## config.mk

```make
export PLATFORM = sky130hd
export DESIGN_NAME = ripple_accumulator
export DESIGN_NICKNAME = d
export VERILOG_FILES = /design/src/rtl/ripple_accumulator.sv
export SDC_FILE = /design/constraint.sdc
export NUM_CORES = 1
export LEC_CHECK = 0
export CAP_MARGIN = 20
export CORE_MARGIN = 4
export CORE_UTILIZATION = 30
export DETAILED_ROUTE_END_ITERATION = 10
export SLEW_MARGIN = 20
export SYNTH_ARGS = -nofsm -noshare
export SYNTH_HDL_FRONTEND = slang
export SYNTH_SLANG_ARGS = --single-unit
```

## constraint.sdc

```tcl
create_clock -name i_clk -period 1.9 [get_ports i_clk]
set_clock_uncertainty 0.2 [all_clocks]
set_input_delay 0.19 -clock i_clk [delete_from_list [all_inputs] [get_ports i_clk]]
set_output_delay 0.19 -clock i_clk [all_outputs]
set_load 0.05 [all_outputs]
```

## src/rtl/ripple_accumulator.sv

```systemverilog
// ripple_accumulator: sums groups of 2**LOG2_TERMS operands through a
// ripple carry adder, handing each total out over a valid/ready port.

module ripple_carry_adder #(
  parameter int WIDTH = 4
) (
  input  logic [WIDTH-1:0] a,
  input  logic [WIDTH-1:0] b,
  input  logic             cin,
  output logic [WIDTH-1:0] sum,
  output logic             cout
);

  logic [WIDTH:0] c;

  assign c[0] = cin;

  for (genvar i = 0; i < WIDTH; i++) begin : g_fa
    assign sum[i]  = a[i] ^ b[i] ^ c[i];
    assign c[i+1]  = (a[i] & b[i]) | (c[i] & (a[i] ^ b[i]));
  end

  assign cout = c[WIDTH];

endmodule

module ripple_accumulator #(
  parameter int WIDTH      = 2,
  parameter int LOG2_TERMS = 2
) (
  input  logic                          i_clk,
  input  logic                          i_rst,
  input  logic [WIDTH-1:0]              i_term,
  input  logic                          i_valid,
  output logic                          o_ready,
  output logic [WIDTH+LOG2_TERMS-1:0]   o_sum,
  output logic                          o_valid,
  input  logic                          i_ready,
  output logic [LOG2_TERMS-1:0]         o_count
);

  localparam int SUM_W   = WIDTH + LOG2_TERMS;
  localparam int N_TERMS = 2 ** LOG2_TERMS;
  // A zero-bit count port still elaborates as two bits wide.
  localparam int CW      = (LOG2_TERMS > 0) ? LOG2_TERMS : 2;

  typedef enum logic [1:0] {
    IDLE,
    ACCUM,
    DONE
  } state_t;

  state_t           state;
  logic [SUM_W-1:0] acc;
  logic [SUM_W-1:0] term_ext;
  logic [SUM_W-1:0] add_sum;
  logic             add_cout;
  logic             unused_carry;
  logic             take;
  logic             give;

  assign term_ext = SUM_W'(i_term);
  assign take     = i_valid & o_ready;
  assign give     = o_valid & i_ready;

  ripple_carry_adder #(
    .WIDTH (SUM_W)
  ) u_add (
    .a    (acc),
    .b    (term_ext),
    .cin  (1'b0),
    .sum  (add_sum),
    .cout (add_cout)
  );

  // The group total always fits in SUM_W, so the carry is never set.
  assign unused_carry = add_cout;

  // Group FSM: collect N_TERMS operands, then hold the total until taken.
  always_ff @(posedge i_clk) begin
    if (i_rst) begin
      state   <= IDLE;
      acc     <= '0;
      o_sum   <= '0;
      o_valid <= 1'b0;
      o_ready <= 1'b1;
      o_count <= '0;
    end else begin
      unique case (state)
        IDLE: begin
          if (take) begin
            if (N_TERMS == 1) begin
              o_sum   <= term_ext;
              o_valid <= 1'b1;
              o_ready <= 1'b0;
              state   <= DONE;
            end else begin
              acc     <= term_ext;
              o_count <= CW'(1);
              state   <= ACCUM;
            end
          end
        end
        ACCUM: begin
          if (take) begin
            acc <= add_sum;
            if (o_count == CW'(N_TERMS - 1)) begin
              o_sum   <= add_sum;
              o_valid <= 1'b1;
              o_ready <= 1'b0;
              o_count <= '0;
              state   <= DONE;
            end else begin
              o_count <= o_count + CW'(1);
            end
          end
        end
        DONE: begin
          if (give) begin
            o_valid <= 1'b0;
            o_ready <= 1'b1;
            acc     <= '0;
            state   <= IDLE;
          end
        end
        default: state <= IDLE;
      endcase
    end
  end

endmodule

```

* After elaboration in Yosys (flattened, before gate mapping)
Cells that the tools add are included.
** Word-level totals
- Register bits :: 14
- Input bits :: 6
- Word-level logic and storage cells :: 55
** Operators by class
- Add/subtract/negate cells :: 1
- Equality and inequality tests :: 7
- Mux-type cells :: 20
- Bitwise gates (word level) :: 12
- Reduce and logical (&&, ||, !) cells :: 9
** Operator list (number)
- $mux 2 :: 6
- $mux 4 :: 3
- $pmux 4 s3 :: 1
- $reduce_and 4->1 :: 3
- $ne 2x2->1 const B :: 4
- $and 1x1->1 :: 6
- $mux 1 :: 6
- $pmux 2 s3 :: 1
- $reduce_and 3->1 :: 2
- $xor 1x1->1 :: 5
- $eq 2x2->1 const B :: 2
- $pmux 1 s2 :: 2
- $pmux 2 s2 :: 1
- $reduce_bool 2->1 :: 2
- $reduce_bool 3->1 :: 1
- $add 2x1->2 const B :: 1
- $eq 2x1->1 const B :: 1
- $logic_not 2->1 :: 1
- $or 1x1->1 :: 1

* Logic depth before layout (Yosys ltp)
Gate-level depths: netlist of the first run.
- Word-level depth :: 7
- Depth in mapped cells :: 8

* Cells and area by module
From an unflattened synthesis of the first run, not the netlist that was laid out.
** Unflattened totals
- Cells, all modules :: 100
- Area total of the unflattened synthesis :: 909.6 um^2
** Modules (own cells, without submodules)
- ripple_accumulator :: instances 1, cells an instance 86, area an instance 792.0 um^2
- ripple_carry_adder :: instances 1, cells an instance 14, area an instance 117.6 um^2

* Least setup slack after synthesis of the first run
No wires, ideal clock.
- Kind :: reg-to-reg
- From :: register o_count[0]
- To :: register o_valid
- Library setup time :: 0.088 ns
- Data arrival time :: 1.557 ns
- Required time :: 1.612 ns
- Setup slack :: 0.055 ns
- Cell stages (with the launch flop) :: 6
- Clock period less this slack :: 1.845 ns
- Cells stage by stage :: dfxtp_1 -> ha_1 -> and4_1 -> buf_4 -> a21oi_2 -> a311oi_2
** Between the ends
- Cells in the longest elaborated chain, start to end :: 3
** RTL lines
- start, declared :: line 39 : output logic [LOG2_TERMS-1:0] o_count
- start signal, assigned :: line 114 : o_count <= o_count + CW'(1);
- $eq 2x2->1 :: line 107 : if (o_count == CW'(N_TERMS - 1)) begin
- $ne 2x2->1 (no line)
- $reduce_and 4->1 (no line)
- end signal, assigned :: line 94 : o_valid <= 1'b1;
- end signal, assigned :: line 109 : o_valid <= 1'b1;
- end signal, assigned :: line 120 : o_valid <= 1'b0;
- end, declared :: line 37 : output logic o_valid,
Every way passes these cells.
A chain may end at the register's enable or synchronous reset.

* Worst setup path in the final report of the first run
- From :: register o_sum[3]
- To :: output o_sum[3]
** RTL lines
- start, declared :: line 36 : output logic [WIDTH+LOG2_TERMS-1:0] o_sum,
- start signal, assigned :: line 93 : o_sum <= term_ext;
- start signal, assigned :: line 108 : o_sum <= add_sum;
No word-level cell between the ends.

==> results of run 1 <==
[cell type report]
class                      instances  area, sq um
timing repair buffer              20        175.2
multi-input combinational         64        510.5
clock buffer                       4        36.28
fill                             271         1498
inverter                           8        30.03
tap                               30        37.54
sequential                        14        280.3
[per-layer routing]
metal | GRT usage | wire, microns | up-vias | part of all wire
li1 | - | - | 358 | -
met1 | 0.1381 | 831 | 336 | 0.48
met2 | 0.1934 | 845 | 7 | 0.48
met3 | 0.02096 | 56 | 2 | 0.032
met4 | 0.04644 | 9 | 0 | 0.0052
met5 | 0 | 0 | - | 0
[how the worst max path moves through the flow]
stage	from	to	slack [ns]	depth (start not counted)
floorplan	o_count[0]$_SDFFE_PP0P_	o_valid$_SDFFE_PP0P_	0.06	5
global placement	i_term[0]	acc[1]$_SDFFE_PP0P_	-0.22	7
detailed placement	i_term[0]	acc[1]$_SDFFE_PP0P_	-0.23	7
CTS	o_sum[3]$_SDFFE_PP0P_	o_sum[3]	0.07	1
global route	state[1]$_SDFFE_PP0P_	acc[1]$_SDFFE_PP0P_	0.01	5
finish	o_sum[3]$_SDFFE_PP0P_	o_sum[3]	0.09	1
[cell usage in the layout, fill, tap and decap left out, types with 2 or more instances in the layout]
cell              n
nand3_1           3
nand2_1           7
nand3b_1          2
ha_1              6
a21oi_1           7
mux2_2            2
clkbuf_4          3
inv_1             8
nor2_1            5
nand2b_1          5
nand4_1           3
buf_4            11
dfxtp_1          14
nor2b_1           2
clkdlybuf4s50_1   8
o211ai_1          2
mux2i_1           2
[timing repair]
action                     4_1_cts  5_1_grt
buffers inserted                 0        0
setup endpoints to repair        0        2
resized for setup                0        4
[metrics by stage]
stage	area [sq um]	TNS (ns)	total power, mW	util
after CTS	1055	0	0.7415	0.4108
after global routing	1070	0	0.7788	0.4167
after detailed placement	1018	-0.8189	0.5223	0.3967
after global placement	1018	-0.6485	0.5169	0.3967
after floorplan	843.3	0	0.4616	-
final	1070	0	0.7323	0.4167
[registers in the layout, indices dropped and copies added (netlist names)]
signal,count
o_valid,1
o_sum,4
o_count,2
acc,4
o_ready,1
state,2
[logic make-up (layout without fill, tap and decap cells)]
kind of cell,count (synthesis),after routing,synth area share
buffers and inverters,14,32,0.07714
and+or+nand+nor,31,31,0.1988
xor gates and xnor gates,1,1,0.01039
muxes,4,4,0.05044
adders and majority gates,8,8,0.1276
DFF,14,14,0.3323
AOI/OAI and AO/OA,20,20,0.2033
[power by group through the flow]
stage	Combinational, mW	Clock, mW	Sequential (mW)
final	0.200	0.218	0.315
after global routing	0.221	0.240	0.317
after CTS	0.201	0.225	0.315
after detailed placement	0.200	0	0.322
after global placement	0.196	0	0.321
after floorplan	0.127	0	0.334
==> impl_metrics.ini, run 1 <==
[yosys]
synth_seq_cells = 14
syn_area_sq_um = 843.3
synth_fp_nets = 106
async_flop_share = 0
synth_most_common_cell = dfxtp_1
netlist_instances = 92
yosysTopAreaCell = dfxtp_1
dominantRegCellSynth = dfxtp_1
ys_seq_area_frac = 0.3323
synth_top_area_frac = 0.3323
yosys-top-cells-count = 14 x dfxtp_1, 8 x inv_1, 7 x a21oi_1, 7 x ha_1, 7 x nand2_1
ys_warn_count = 0
ys_types = 35
synth-edff-count = 0
avgSynthCellArea_sq_um = 9.166
ys_top_cells_by_area = dfxtp_1 33%, ha_1 10%, a21oi_1 4.2%, nand2b_1 3.7%, inv_1 3.6%

[drt]
wire_per_inst_microns = 12.45
vias = 703
drt_wl_total_microns = 1743
postRouteAntennaNets = 0
vias_per_cell = 5.021
drtPass1Iterations = 4
first_iter_violations = 14
drc = 0

[worst_setup_path]
reg2reg_to = acc[1]$_SDFFE_PP0P_
rr_worst_depth = 6
max_stage_delay_ns = 0.80
cp_top_family = buffers and inverters
worstSetupPathType = register to output port
r2r_setup_slack_ns = 0.12
cp-end-kind = output port
path_max_fanout = 2
start_kind = register
critPathRequiredTime_ns = 1.51
cpMaxStageDelayCell = clkdlybuf4s50_1
crit_buf_inv = 1
worstPathArrival_ns = 1.42
path_cells = clkdlybuf4s50_1
r2r-start = acc[0]$_SDFFE_PP0P_

[timing]
setup_violations = 0
worst_slew_pin_slew_ns = 0.4969
holdWs_ns = 0.1896
finalCriticalPeriod_ns = 1.813
setup_ws_ns = 0.08666
slew_headroom = 0.6677
hold_viol = 0
report.final.slew_viol_count = 0
rsz0062_at_grt = false
period_share = 0.9544
max_clock_freq_mhz = 551.5

[grt]
grtUsageTotal = 0.1128
grt_pass1_wl_microns = 3153
grt-ovfl-total = 0
grt_max_degree = 12
antenna_found_initial = 0
grt_pass1_vias = 722

[pwr]
swShare = 0.2967
p_int_uw = 515.0
p_leak_nw = 0.4326
pwr-share-clk = 0.297
p_sw_uw = 217.3
combPwrFrac = 0.273
pwr-share-seq = 0.430
p_per_area_mw_per_mm2 = 684.5
irDropWorstVdd_uv = 419.8

[clocking]
numCtsBuffers = 3
clk_latency_ns = 0.28
holdBufCountCts = 0
cts_tree = built
ctsHtreeMaxLevel = 1
clk_pin_slew_worst_paths_ns = 0.09
clockRootBuffer = clkbuf_4
clockBufferDepth = 2
clock-sinks = 14

[final_layout]
syn_to_final_growth_pct = 26.86
num_antenna_cells = 0
fin_cells = 140
fin_nets = 125
drive_gt1_frac = 0.2364

[floorplanning]
core_sq_mm = 0.002567
die_h_microns = 61.02
die-area_sq_mm = 0.003723
rows = 18
initial_core_util = 0.3285
die_w_microns = 61.02
io_pins = 14

[place]
place_hpwl_microns = 1379
dp.cells = 136
gp_congestion = 0.7090
place_ws_ns = -0.2292
portBuffers = 13

[worst_hold_path]
hold_start = i_term[0]
hold_path_depth = 4
hp-class = primary input to register
hold_path_end = acc[0]$_SDFFE_PP0P_

[flow_run]
drv_cap = 0

[outcome]
outcome = complete, no violations
Power figures use the tool's default switching activity.
==> run 2: changes to the inputs <==
CORE_UTILIZATION = 45   (was 30)
PLACE_DENSITY = 0.69   (was default)
==> impl_metrics.ini, run 2 (synthesized netlist as in run 1, its figures left out) <==
[outcome]
outcome = complete, no violations

[pwr]
p_per_area_mw_per_mm2 = 691.1
swShare = 0.2934
p_leak_nw = 0.4233
pwr-share-seq = 0.431
pwr-share-clk = 0.295
p_int_uw = 516.9
combPwrFrac = 0.274
irDropWorstVdd_uv = 352.1
total_power_uw = 731.5
p_sw_uw = 214.6

[worst_setup_path]
worstPathArrival_ns = 1.42
cp-end-kind = output port
critPathRequiredTime_ns = 1.51
cp_top_family = buffers and inverters
cpMaxStageDelayCell = clkdlybuf4s50_1
r2r-start = acc[0]$_SDFFE_PP0P_
worstSetupPathType = register to output port
crit_buf_inv = 1
path_max_fanout = 2
reg2reg_to = acc[1]$_SDFFE_PP0P_
path_cells = clkdlybuf4s50_1
cp_num_cells = 1
r2r_setup_slack_ns = 0.09
rr_worst_depth = 6
max_stage_delay_ns = 0.80
start_kind = register

[clocking]
clk_pin_slew_worst_paths_ns = 0.09
clk_latency_ns = 0.27
cts_tree = built
post-cts-setup-buffer-count = 0
clockRootBuffer = clkbuf_4
numCtsBuffers = 3
clock-sinks = 14
ctsHtreeMaxLevel = 1
clockBufferDepth = 2

[floorplanning]
rows = 15
initial_core_util = 0.4832
io_pins = 14
die_h_microns = 51.29
die-area_sq_mm = 0.002631
core_sq_mm = 0.001745
die_w_microns = 51.29

[flow_run]
drv_cap = 0

[drt]
drtPass1Iterations = 4
first_iter_violations = 15
wire_per_inst_microns = 12.42
drt_wl_total_microns = 1664
postRouteAntennaNets = 0
vias = 678
vias_per_cell = 5.060
drc = 0

[place]
gp_congestion = 0.7887
place_hpwl_microns = 1273
portBuffers = 13
dp.cells = 130

[timing]
max_clock_freq_mhz = 552.1
slew_headroom = 0.6661
worst_slew_pin_slew_ns = 0.4993
hold_viol = 0
setup_violations = 0
rsz0062_at_grt = false
report.final.slew_viol_count = 0
finalCriticalPeriod_ns = 1.811
period_share = 0.9533

[final_layout]
fill_cells = 170
fin_nets = 124
final_common_cell = dfxtp_1
fin_cells = 134
layout_common_cells = 14 x dfxtp_1, 10 x buf_4, 8 x inv_1, 8 x clkdlybuf4s50_1
num_antenna_cells = 0
drive_gt1_frac = 0.2385
syn_to_final_growth_pct = 25.52
reg_top3 = acc (4), o_sum (4)

[worst_hold_path]
hold_start = i_term[0]
hold_path_depth = 4
hp-class = primary input to register
hold_path_end = acc[0]$_SDFFE_PP0P_

[grt]
grt_pass1_vias = 626
grtUsageTotal = 0.1405
grt_pass1_wl_microns = 2766
antenna_found_initial = 0
grt_max_degree = 13
grt-ovfl-total = 0
## run 2: worst max path at each step
stage                                        from                    end  slack (ns)
after floorplan           o_count[0]$_SDFFE_PP0P_   o_valid$_SDFFE_PP0P_        0.06
final                       o_sum[0]$_SDFFE_PP0P_               o_sum[0]        0.09
after global routing          acc[0]$_SDFFE_PP0P_  o_sum[3]$_SDFFE_PP0P_       0.006
after global placement                  i_term[0]    acc[1]$_SDFFE_PP0P_       -0.21
after CTS                               i_term[0]    acc[3]$_SDFFE_PP0P_        0.03
after detailed placement                i_term[0]    acc[3]$_SDFFE_PP0P_       -0.25
## run 2: layout make-up
type,instances,area [sq um],share of cell area
well taps,25,31.28,0.02955
clock buffers,4,36.28,0.03428
flip-flops and latches,14,280.3,0.2648
multi-input cells,64,513.0,0.4846
repair buffers,19,167.7,0.1584
inverters,8,30.03,0.02837
## run 2: power by group through the flow
| stage | Sequential (mW) | Clock, mW | Combinational (mW) |
|---|---|---|---|
| 3_5_place_dp | 0.322 | 0 | 0.198 |
| 5_1_grt | 0.317 | 0.236 | 0.220 |
| 2_1_floorplan | 0.334 | 0 | 0.127 |
| 4_1_cts | 0.315 | 0.225 | 0.199 |
| 6_report | 0.315 | 0.216 | 0.201 |
| 3_3_place_gp | 0.321 | 0 | 0.196 |
## run 2: layer usage
layer  vias up  global-route usage  part of all wire
li1        357                   -                 -
met1       305              0.1915              0.52
met2        14              0.2167              0.43
met3         2             0.02915             0.041
met4         0             0.05240            0.0084
met5         -                   0                 0
## run 2: through the flow
stage	hold WS (ns)	TNS [ns]	worst slack, ns	utilization	area, sq um
after floorplan	0.1114	0	0.05536	-	843.3
after global placement	0.2423	-0.7266	-0.2127	0.5756	1005
after detailed placement	0.2499	-0.9616	-0.2526	0.5756	1005
after CTS	0.2634	0	0.02923	0.5964	1041
after global routing	0.2375	0	0.006058	0.6065	1059
final	0.1945	0	0.08872	0.6065	1059
## run 2: timing repair
action,CTS,global route
hold buffers,0,0
endpoints found under the setup margin,0,2
gates resized for setup,0,5
